File: config.mk
export PLATFORM = sky130hd
export DESIGN_NAME = bus_slave
export DESIGN_NICKNAME = d
export VERILOG_FILES = /design/src/rtl/bus_slave.sv
export SDC_FILE = /design/constraint.sdc
export NUM_CORES = 1
export LEC_CHECK = 0
export CAP_MARGIN = 20
export CORE_UTILIZATION = 45
export CTS_CLUSTER_SIZE = 8
export DETAILED_ROUTE_END_ITERATION = 8
export HOLD_SLACK_MARGIN = 0.08
export PLACE_DENSITY = 0.69
export SYNTH_ARGS = -nofsm -noshare
export SYNTH_HDL_FRONTEND = slang
export SYNTH_SLANG_ARGS = --single-unit
File: constraint.sdc
create_clock -name clock -period 2.7 [get_ports clock]
set_input_delay 0.675 -clock clock [delete_from_list [all_inputs] [get_ports clock]]
set_output_delay 0.675 -clock clock [all_outputs]
set_load 0.01 [all_outputs]
File: src/rtl/bus_slave.sv
// bus_slave: simple request/acknowledge register-file slave.
// A four-phase WB/RB handshake reaches a 2**ADDR_BITS deep register file
// through an IDLE -> WAIT -> ACK state machine with fully registered outputs.
// Optional feature: define BUS_SLAVE_WAIT_EN to make WAIT last WAIT_STATES
// cycles (minimum one); otherwise WAIT always lasts exactly one cycle.
module bus_slave #(
  parameter int                   BUS_WIDTH   = 8,
  parameter int                   ADDR_BITS   = 2,
  parameter logic [BUS_WIDTH-1:0] BASE_ADDR   = 8'h00,
  parameter int                   WAIT_STATES = 2
) (
  input  logic                 clock,
  input  logic                 reset_n,
  input  logic                 WB,
  input  logic                 RB,
  input  logic [BUS_WIDTH-1:0] address,
  input  logic [BUS_WIDTH-1:0] wdata,
  output logic [BUS_WIDTH-1:0] rdata,
  output logic                 Ack,
  output logic                 Err
);

  typedef enum logic [1:0] {
    ST_IDLE,
    ST_WAIT,
    ST_ACK
  } state_t;

  state_t                 state;
  logic                   req_write;  // type of the request being served
  logic                   dual_q;     // both requests were high last IDLE cycle
  logic [BUS_WIDTH-1:0]   regs [2**ADDR_BITS];

  logic                   sel;
  logic                   held;
  logic [ADDR_BITS-1:0]   idx;
  logic                   wait_done;

  // Decode: block select on the upper address bits, index on the lower ones.
  assign sel  = (address[BUS_WIDTH-1:ADDR_BITS] == BASE_ADDR[BUS_WIDTH-1:ADDR_BITS]);
  assign idx  = address[ADDR_BITS-1:0];

  // The originating request counts as held only while it alone stays high;
  // a swap of request type is treated as a drop.
  assign held = req_write ? (WB && !RB) : (RB && !WB);

`ifdef BUS_SLAVE_WAIT_EN
  localparam int CNT_W = (WAIT_STATES > 0) ? $clog2(WAIT_STATES + 1) : 1;
  localparam logic [CNT_W-1:0] CNT_LAST =
    (WAIT_STATES > 0) ? CNT_W'(WAIT_STATES - 1) : '0;

  logic [CNT_W-1:0] cnt;

  // WAIT_STATES of zero still spends one cycle in WAIT.
  assign wait_done = (cnt == CNT_LAST);
`else
  assign wait_done = 1'b1;
`endif

  // Control FSM, register file and all registered outputs.
  // NOTE: every register here is assigned with <= so all state updates use
  // the values sampled at the same clock edge, regardless of statement order.
  always_ff @(posedge clock) begin
    if (!reset_n) begin
      state     <= ST_IDLE;
      req_write <= 1'b0;
      dual_q    <= 1'b0;
      Ack       <= 1'b0;
      Err       <= 1'b0;
      rdata     <= '0;
      // NOTE: the register file is cleared by reset because software relies
      // on reading zeros after reset; a plain RAM array would not be reset.
      regs      <= '{default: '0};
`ifdef BUS_SLAVE_WAIT_EN
      cnt       <= '0;
`endif
    end else begin
      Err    <= 1'b0;
      dual_q <= 1'b0;
      case (state)
        ST_IDLE: begin
          Ack <= 1'b0;
          if (sel && WB && RB) begin
            // Pulse once per conflicting request, however long it is held.
            Err    <= !dual_q;
            dual_q <= 1'b1;
          end else if (sel && (WB ^ RB)) begin
            state     <= ST_WAIT;
            req_write <= WB;
`ifdef BUS_SLAVE_WAIT_EN
            cnt       <= '0;
`endif
          end
        end
        ST_WAIT: begin
          if (!held) begin
            state <= ST_IDLE;
          end else if (wait_done) begin
            state <= ST_ACK;
            Ack   <= 1'b1;
            if (req_write) begin
              regs[idx] <= wdata;
            end else begin
              rdata <= regs[idx];
            end
          end else begin
`ifdef BUS_SLAVE_WAIT_EN
            cnt <= cnt + 1'b1;
`endif
          end
        end
        ST_ACK: begin
          if (!held) begin
            Ack   <= 1'b0;
            state <= ST_IDLE;
          end
        end
        default: begin
          state <= ST_IDLE;
          Ack   <= 1'b0;
        end
      endcase
    end
  end

endmodule

==> Word-level counts from Yosys, hierarchy flattened <==
Cells that the tools add are included.
W data, S select, Z words.
{ "word_totals": {"register_bits": 46, "in_bits": 20} }
{ "classes": {"n_lt_le_gt_ge": 2, "n_mux": 16, "n_eq_ne": 6, "n_bitwise": 4, "n_reduce_logical": 18} }
{ "op_table": {"columns": ["operator", "count"], "rows": [
  ["$bwmux W32", 1],
  ["$mux W8", 3],
  ["$bmux W8 S2", 1],
  ["$demux W8 S2", 1],
  ["$reduce_and A3 Y1", 5],
  ["$mux W2", 4],
  ["$ne A2 B2 Y1 const B", 4],
  ["$logic_and A1 B1 Y1", 6],
  ["$logic_not A6 Y1", 1],
  ["$pmux W2 S3", 1],
  ["$mux W1", 4],
  ["$reduce_and A2 Y1", 2],
  ["$ge A3 B3 Y1 const B", 1],
  ["$logic_not A1 Y1", 3],
  ["$lt A3 B1 Y1 const B", 1],
  ["$not A2 Y3", 1],
  ["$eq A2 B1 Y1 const B", 1],
  ["$eq A2 B2 Y1 const B", 1],
  ["$logic_not A2 Y1", 1],
  ["$not A1 Y1", 2],
  ["$pmux W1 S2", 1],
  ["$xor A1 B1 Y1", 1]
]} }

==> Depth between registers and ports, before layout <==
{ "depth": {"word_depth": 6, "ltp_mapped": 6, "mapped_depth_nobuf": 5} }

==> Worst setup path before layout <==
Ideal clock, no wire load.
{ "synth_timing": {"kind": "input to register", "start": "in address[0]", "end": "reg rdata[0]", "setup_time_ns": 0.117, "cell_stages": 3, "n_path_buf": 1, "arrival_time_ns": 1.720, "setup_slack_ns": 0.863, "required_ns": 2.583, "cell_sequence": "buf_2 mux4_2 a22o_1"} }
{ "synth_between": {"elab_chain_cells": 4} }
{ "synth_rtl": {"columns": ["element", "line_no", "source"], "rows": [
  ["from (decl)", "16", "input logic [BUS_WIDTH-1:0] address,"],
  ["$not A2 Y3 (implied by the code)", "104", "rdata <= regs[idx];"],
  ["$bmux W8 S2", "104", null],
  ["$mux W8 (implied by the code) (2 in series)", "104", null],
  ["to (signal assigned)", "104", null],
  ["to (decl)", "18", "output logic [BUS_WIDTH-1:0] rdata,"]
]} }
No other way between the ends. The select of a mux whose other input is x is not followed.
A chain may end at the register's enable or synchronous reset.

==> Worst setup path in the final report <==
{ "layout_timing": {"start": "in WB", "end": "reg regs[3] in the netlist's numbering"} }
{ "layout_between": {"elab_chain_cells": 4, "elab_cells_between_ends": 5} }
{ "layout_rtl": {"columns": ["element", "line_no", "source"], "rows": [
  ["from (decl)", "14", "input logic WB,"],
  ["$logic_not A1 Y1", "45", "assign held = req_write ? (WB && !RB) : (RB && !WB);"],
  ["$logic_and A1 B1 Y1", "45", null],
  ["$mux W1 (*)", "45", null],
  ["$reduce_and A3 Y1 (no source line) (*)", null, null],
  ["to (signal, indexed assignment)", "102", "regs[idx] <= wdata;"],
  ["to (decl)", "32", "logic [BUS_WIDTH-1:0] regs [2**ADDR_BITS];"]
]} }
Every way passes the cells marked *; elsewhere a longest branch is shown, timed or not.

==> tab_implementation.tex <==
\begin{tabular}{lr}
\hline
Metric & Value \\
\hline
\multicolumn{2}{l}{\textbf{Critical path}} \\
\quad Worst EP required & approximately 2.9 ns \\
\quad Kind of critical path & input pin to flip-flop \\
\quad Critical path startpoint category & input pin \\
\quad CP arrival & around 2.4 ns \\
\quad Critical Path Fanout Max & 8 \\
\quad Sort of element at the end of the critical path & flip-flop \\
\multicolumn{2}{l}{\textbf{Min path}} \\
\quad Worst Hold Class & flip-flop to flip-flop \\
\multicolumn{2}{l}{\textbf{Clock network}} \\
\quad Clock-pin slew of the registers on the worst-case setup and hold paths & $\sim$0.080 ns \\
\quad CTS-repair resized insts & 0 \\
\quad Number of buffers on the longest clock path & 2 \\
\quad TritonCTS Buffers & 5 \\
\quad CTS tree & built \\
\quad Clock Tree Root & sky130\_fd\_sc\_hd\_\_clkbuf\_8 \\
\quad Max H-tree Level & 2 \\
\quad Skew-Pair Late Insertion Delay & 0.31 ns \\
\quad Hold buffer count at cts & 0 \\
\quad CTS sink cnt & 46 \\
\quad Number of post-CTS setup repair buffers & 0 \\
\multicolumn{2}{l}{\textbf{Placed design}} \\
\quad Final Wtd Congestion & slightly above 0.8 \\
\quad Count of buffers from port buffering & 29 \\
\quad Post-DP HPWL & 2.91 mm \\
\quad Number of cells in the design after placement & 257 \\
\quad Total cell area at the placement stage & 2350 um\^{}2 \\
\multicolumn{2}{l}{\textbf{Global routing}} \\
\quad Number of global-route vias before repair & around 1.4k \\
\quad GRT Resource Usage Total & 0.198 \\
\quad Global route total overflow & 0 \\
\quad First-pass GRT wire length & 6.47 mm \\
\quad Number of antenna violations at the first check in global routing & 0 \\
\quad Largest net degree at the start of global routing & 23 \\
\multicolumn{2}{l}{\textbf{Power}} \\
\quad Worst vdd ir & between 300 and 400 uV \\
\quad Pwr dens & 515 nW/um\^{}2 \\
\quad Leakage & 0.976 nW \\
\quad Post-route total power & 0.00127 W \\
\multicolumn{2}{l}{\textbf{Final layout}} \\
\quad Antenna diode count & 0 \\
\quad Non-Filler Instances & $\sim$270 \\
\quad Share of layout cells above drive strength 1 & 0.149 \\
\quad Leading cell type in the layout, fill and taps excluded & sky130\_fd\_sc\_hd\_\_dfxtp\_1 \\
\quad Design area & 2460 um\^{}2 \\
\quad Most frequent cells in the layout & 46 x sky130\_fd\_sc\_hd\_\_dfxtp\_1, 43 x sky130\_fd\_sc\_hd\_\_nand2\_1, 33 x sky130\_fd\_sc\_hd\_\_mux2i\_1 \\
\quad Utilization of the core after routing & 0.601 \\
\quad Layout-stage area growth over the synthesis result & 26.0\% \\
\quad Fin nets & 236 \\
\multicolumn{2}{l}{\textbf{Yosys}} \\
\quad Total standard cell area after synthesis & 1950 um\^{}2 \\
\quad Synthesized instance count & 176 \\
\quad Sequential element share of the synthesized area & 0.472 \\
\quad Number of library cell types mapped by synthesis & 28 \\
\quad Yosys Warn Count & 0 \\
\quad Flip-flop and latch count after synthesis & 46 \\
\quad Net count of the mapped netlist & 198 \\
\quad Avg Cell Area, Syn & 11.1 um\^{}2 \\
\multicolumn{2}{l}{\textbf{Routing}} \\
\quad Vias & approximately 1.4k \\
\quad Final WL & 3.96 mm \\
\quad Initial DRC Count & between 90 and 100 \\
\quad Post-DR vias/cell & 5.23 \\
\quad Number of design rule violations left after detail routing & 0 \\
\quad Count of antenna-violating nets left after detailed routing & 0 \\
\quad Post-detailed-route wirelength per cell & 14.9 um \\
\quad First drt pass iteration count & 4 \\
\multicolumn{2}{l}{\textbf{Timing}} \\
\quad Final number of hold-violating endpoints & 0 \\
\quad Max-Slew Margin vs Limit & 0.698 \\
\quad Total negative slack & 0 ns \\
\quad Part of the cycle the worst path needs & 0.807 \\
\quad Clock Skews & 0.0141 ns \\
\quad Highest achievable clock rate & around 0.46 GHz \\
\quad Setup repair after global routing missed its margin & no \\
\quad Period minus WS final & 2.18 ns \\
\quad Max-slew violation count & 0 \\
\quad Final setup violation count & 0 \\
\quad Transition at the pin with the smallest max-transition slack & 0.452 ns \\
\multicolumn{2}{l}{\textbf{Run}} \\
\quad Max-capacitance violation count & 0 \\
\multicolumn{2}{l}{\textbf{Die}} \\
\quad Die Height & 67.8 um \\
\quad Die X & approximately 68 um \\
\quad Die area & 4600 um\^{}2 \\
\quad Top Ports & 30 \\
\quad Cell Rows & 23 \\
\quad Initial standard-cell utilization of the core & 0.477 \\
\quad Core ar. & 4090 um\^{}2 \\
\multicolumn{2}{l}{\textbf{Status}} \\
\quad Run status & completed \\
\hline
\end{tabular}
-- metal layers --
layer | track usage | routed length, um | vias to the layer above
li1 | - | - | 691
met1 | 0.238 | 1810 | 672
met2 | 0.339 | 1980 | 18
met3 | 0.0600 | 122 | 5
met4 | 0.0625 | 40 | 0
met5 | 0 | 0 | -
-- critical path, cell delays in order --
cell	delay [ns]
sky130_fd_sc_hd__clkdlybuf4s50_1	0.52
sky130_fd_sc_hd__ha_1	0.23
sky130_fd_sc_hd__nand4b_4	0.17
sky130_fd_sc_hd__or3_1	0.56
sky130_fd_sc_hd__mux2i_1	0.18
-- flip-flops by register name (all words and copies together) (netlist names) --
register   cells
Ack            1
Err            1
dual_q         1
rdata          8
regs          32
req_write      1
state          2
-- stage by stage --
stage / setup slack [ns] / hold slack, ns
after floorplan: 0.863 / 0.376
after global routing: 0.444 / 0.416
after detailed placement: 0.200 / 0.397
after CTS: 0.521 / 0.409
after global placement: 0.245 / 0.385
final: 0.521 / 0.405
-- logic make-up after synthesis --
family / after synthesis / share of synthesized area
fa+ha+maj: 2 / 0.0128
xor+xnor: 1 / 0.00449
simple gates: 61 / 0.169
flops: 46 / 0.472
buf+inv: 14 / 0.0314
mux: 42 / 0.268
compound gates: 10 / 0.0424
-- power by group --
part / internal [W] / switching, W / leakage (nW) / total (W)
Sequential: 0.000678 / 0.000000222 / 0.370 / 0.000678
Clock: 0.000276 / 0.000231 / 0.0514 / 0.000507
Combinational: 0.0000410 / 0.0000396 / 0.554 / 0.0000806
Total: 0.000995 / 0.000271 / 0.976 / 0.00127
-- path summary, 6_finish.rpt --
check	from	to	slack, ns	cells after the start
worst max-delay path	WB	regs[3]	0.52	5
worst min-delay path	dual_q	Err	0.41	1
worst max register to register	state[0]	regs[3]	1.14	3
worst min register to register	dual_q	Err	0.41	1
-- layout make-up --
| type | count | area, um^2 |
|---|---|---|
| clock buffer | 6 | 72.6 |
| clock inverter | 2 | 37.5 |
| fill | 363 | 1630 |
| inverter | 4 | 15.0 |
| multi-input combinational | 116 | 967 |
| sequential | 46 | 921 |
| tap | 50 | 62.6 |
| timing repair buffer | 41 | 380 |
-- Yosys cell counts --
library cell	instances	area share
sky130_fd_sc_hd__dfxtp_1	46	0.47
sky130_fd_sc_hd__nand2_1	43	0.083
sky130_fd_sc_hd__mux2i_1	33	0.17
sky130_fd_sc_hd__a22o_1	8	0.036
sky130_fd_sc_hd__mux4_2	8	0.092
sky130_fd_sc_hd__clkbuf_1	7	0.013
sky130_fd_sc_hd__inv_1	4	0.0077
sky130_fd_sc_hd__nor3_4	3	0.025
sky130_fd_sc_hd__ha_1	2	0.013
sky130_fd_sc_hd__nand4b_1	2	0.0090
sky130_fd_sc_hd__nor2b_1	2	0.0064
sky130_fd_sc_hd__nor4_1	2	0.0064
sky130_fd_sc_hd__a21boi_0	1	0.0039
sky130_fd_sc_hd__and2_1	1	0.0032
sky130_fd_sc_hd__and3_1	1	0.0032
sky130_fd_sc_hd__and4bb_1	1	0.0064
sky130_fd_sc_hd__buf_1	1	0.0019
sky130_fd_sc_hd__buf_2	1	0.0026
sky130_fd_sc_hd__buf_6	1	0.0058
sky130_fd_sc_hd__mux2_2	1	0.0058
sky130_fd_sc_hd__nand3_1	1	0.0026
sky130_fd_sc_hd__nand4b_4	1	0.012
sky130_fd_sc_hd__nor2_1	1	0.0019
sky130_fd_sc_hd__nor3_1	1	0.0026
sky130_fd_sc_hd__nor3b_1	1	0.0039
sky130_fd_sc_hd__o21ai_0	1	0.0026
sky130_fd_sc_hd__or3_1	1	0.0032
sky130_fd_sc_hd__xor2_1	1	0.0045
Note: power is estimated with default switching activity, not from simulation.
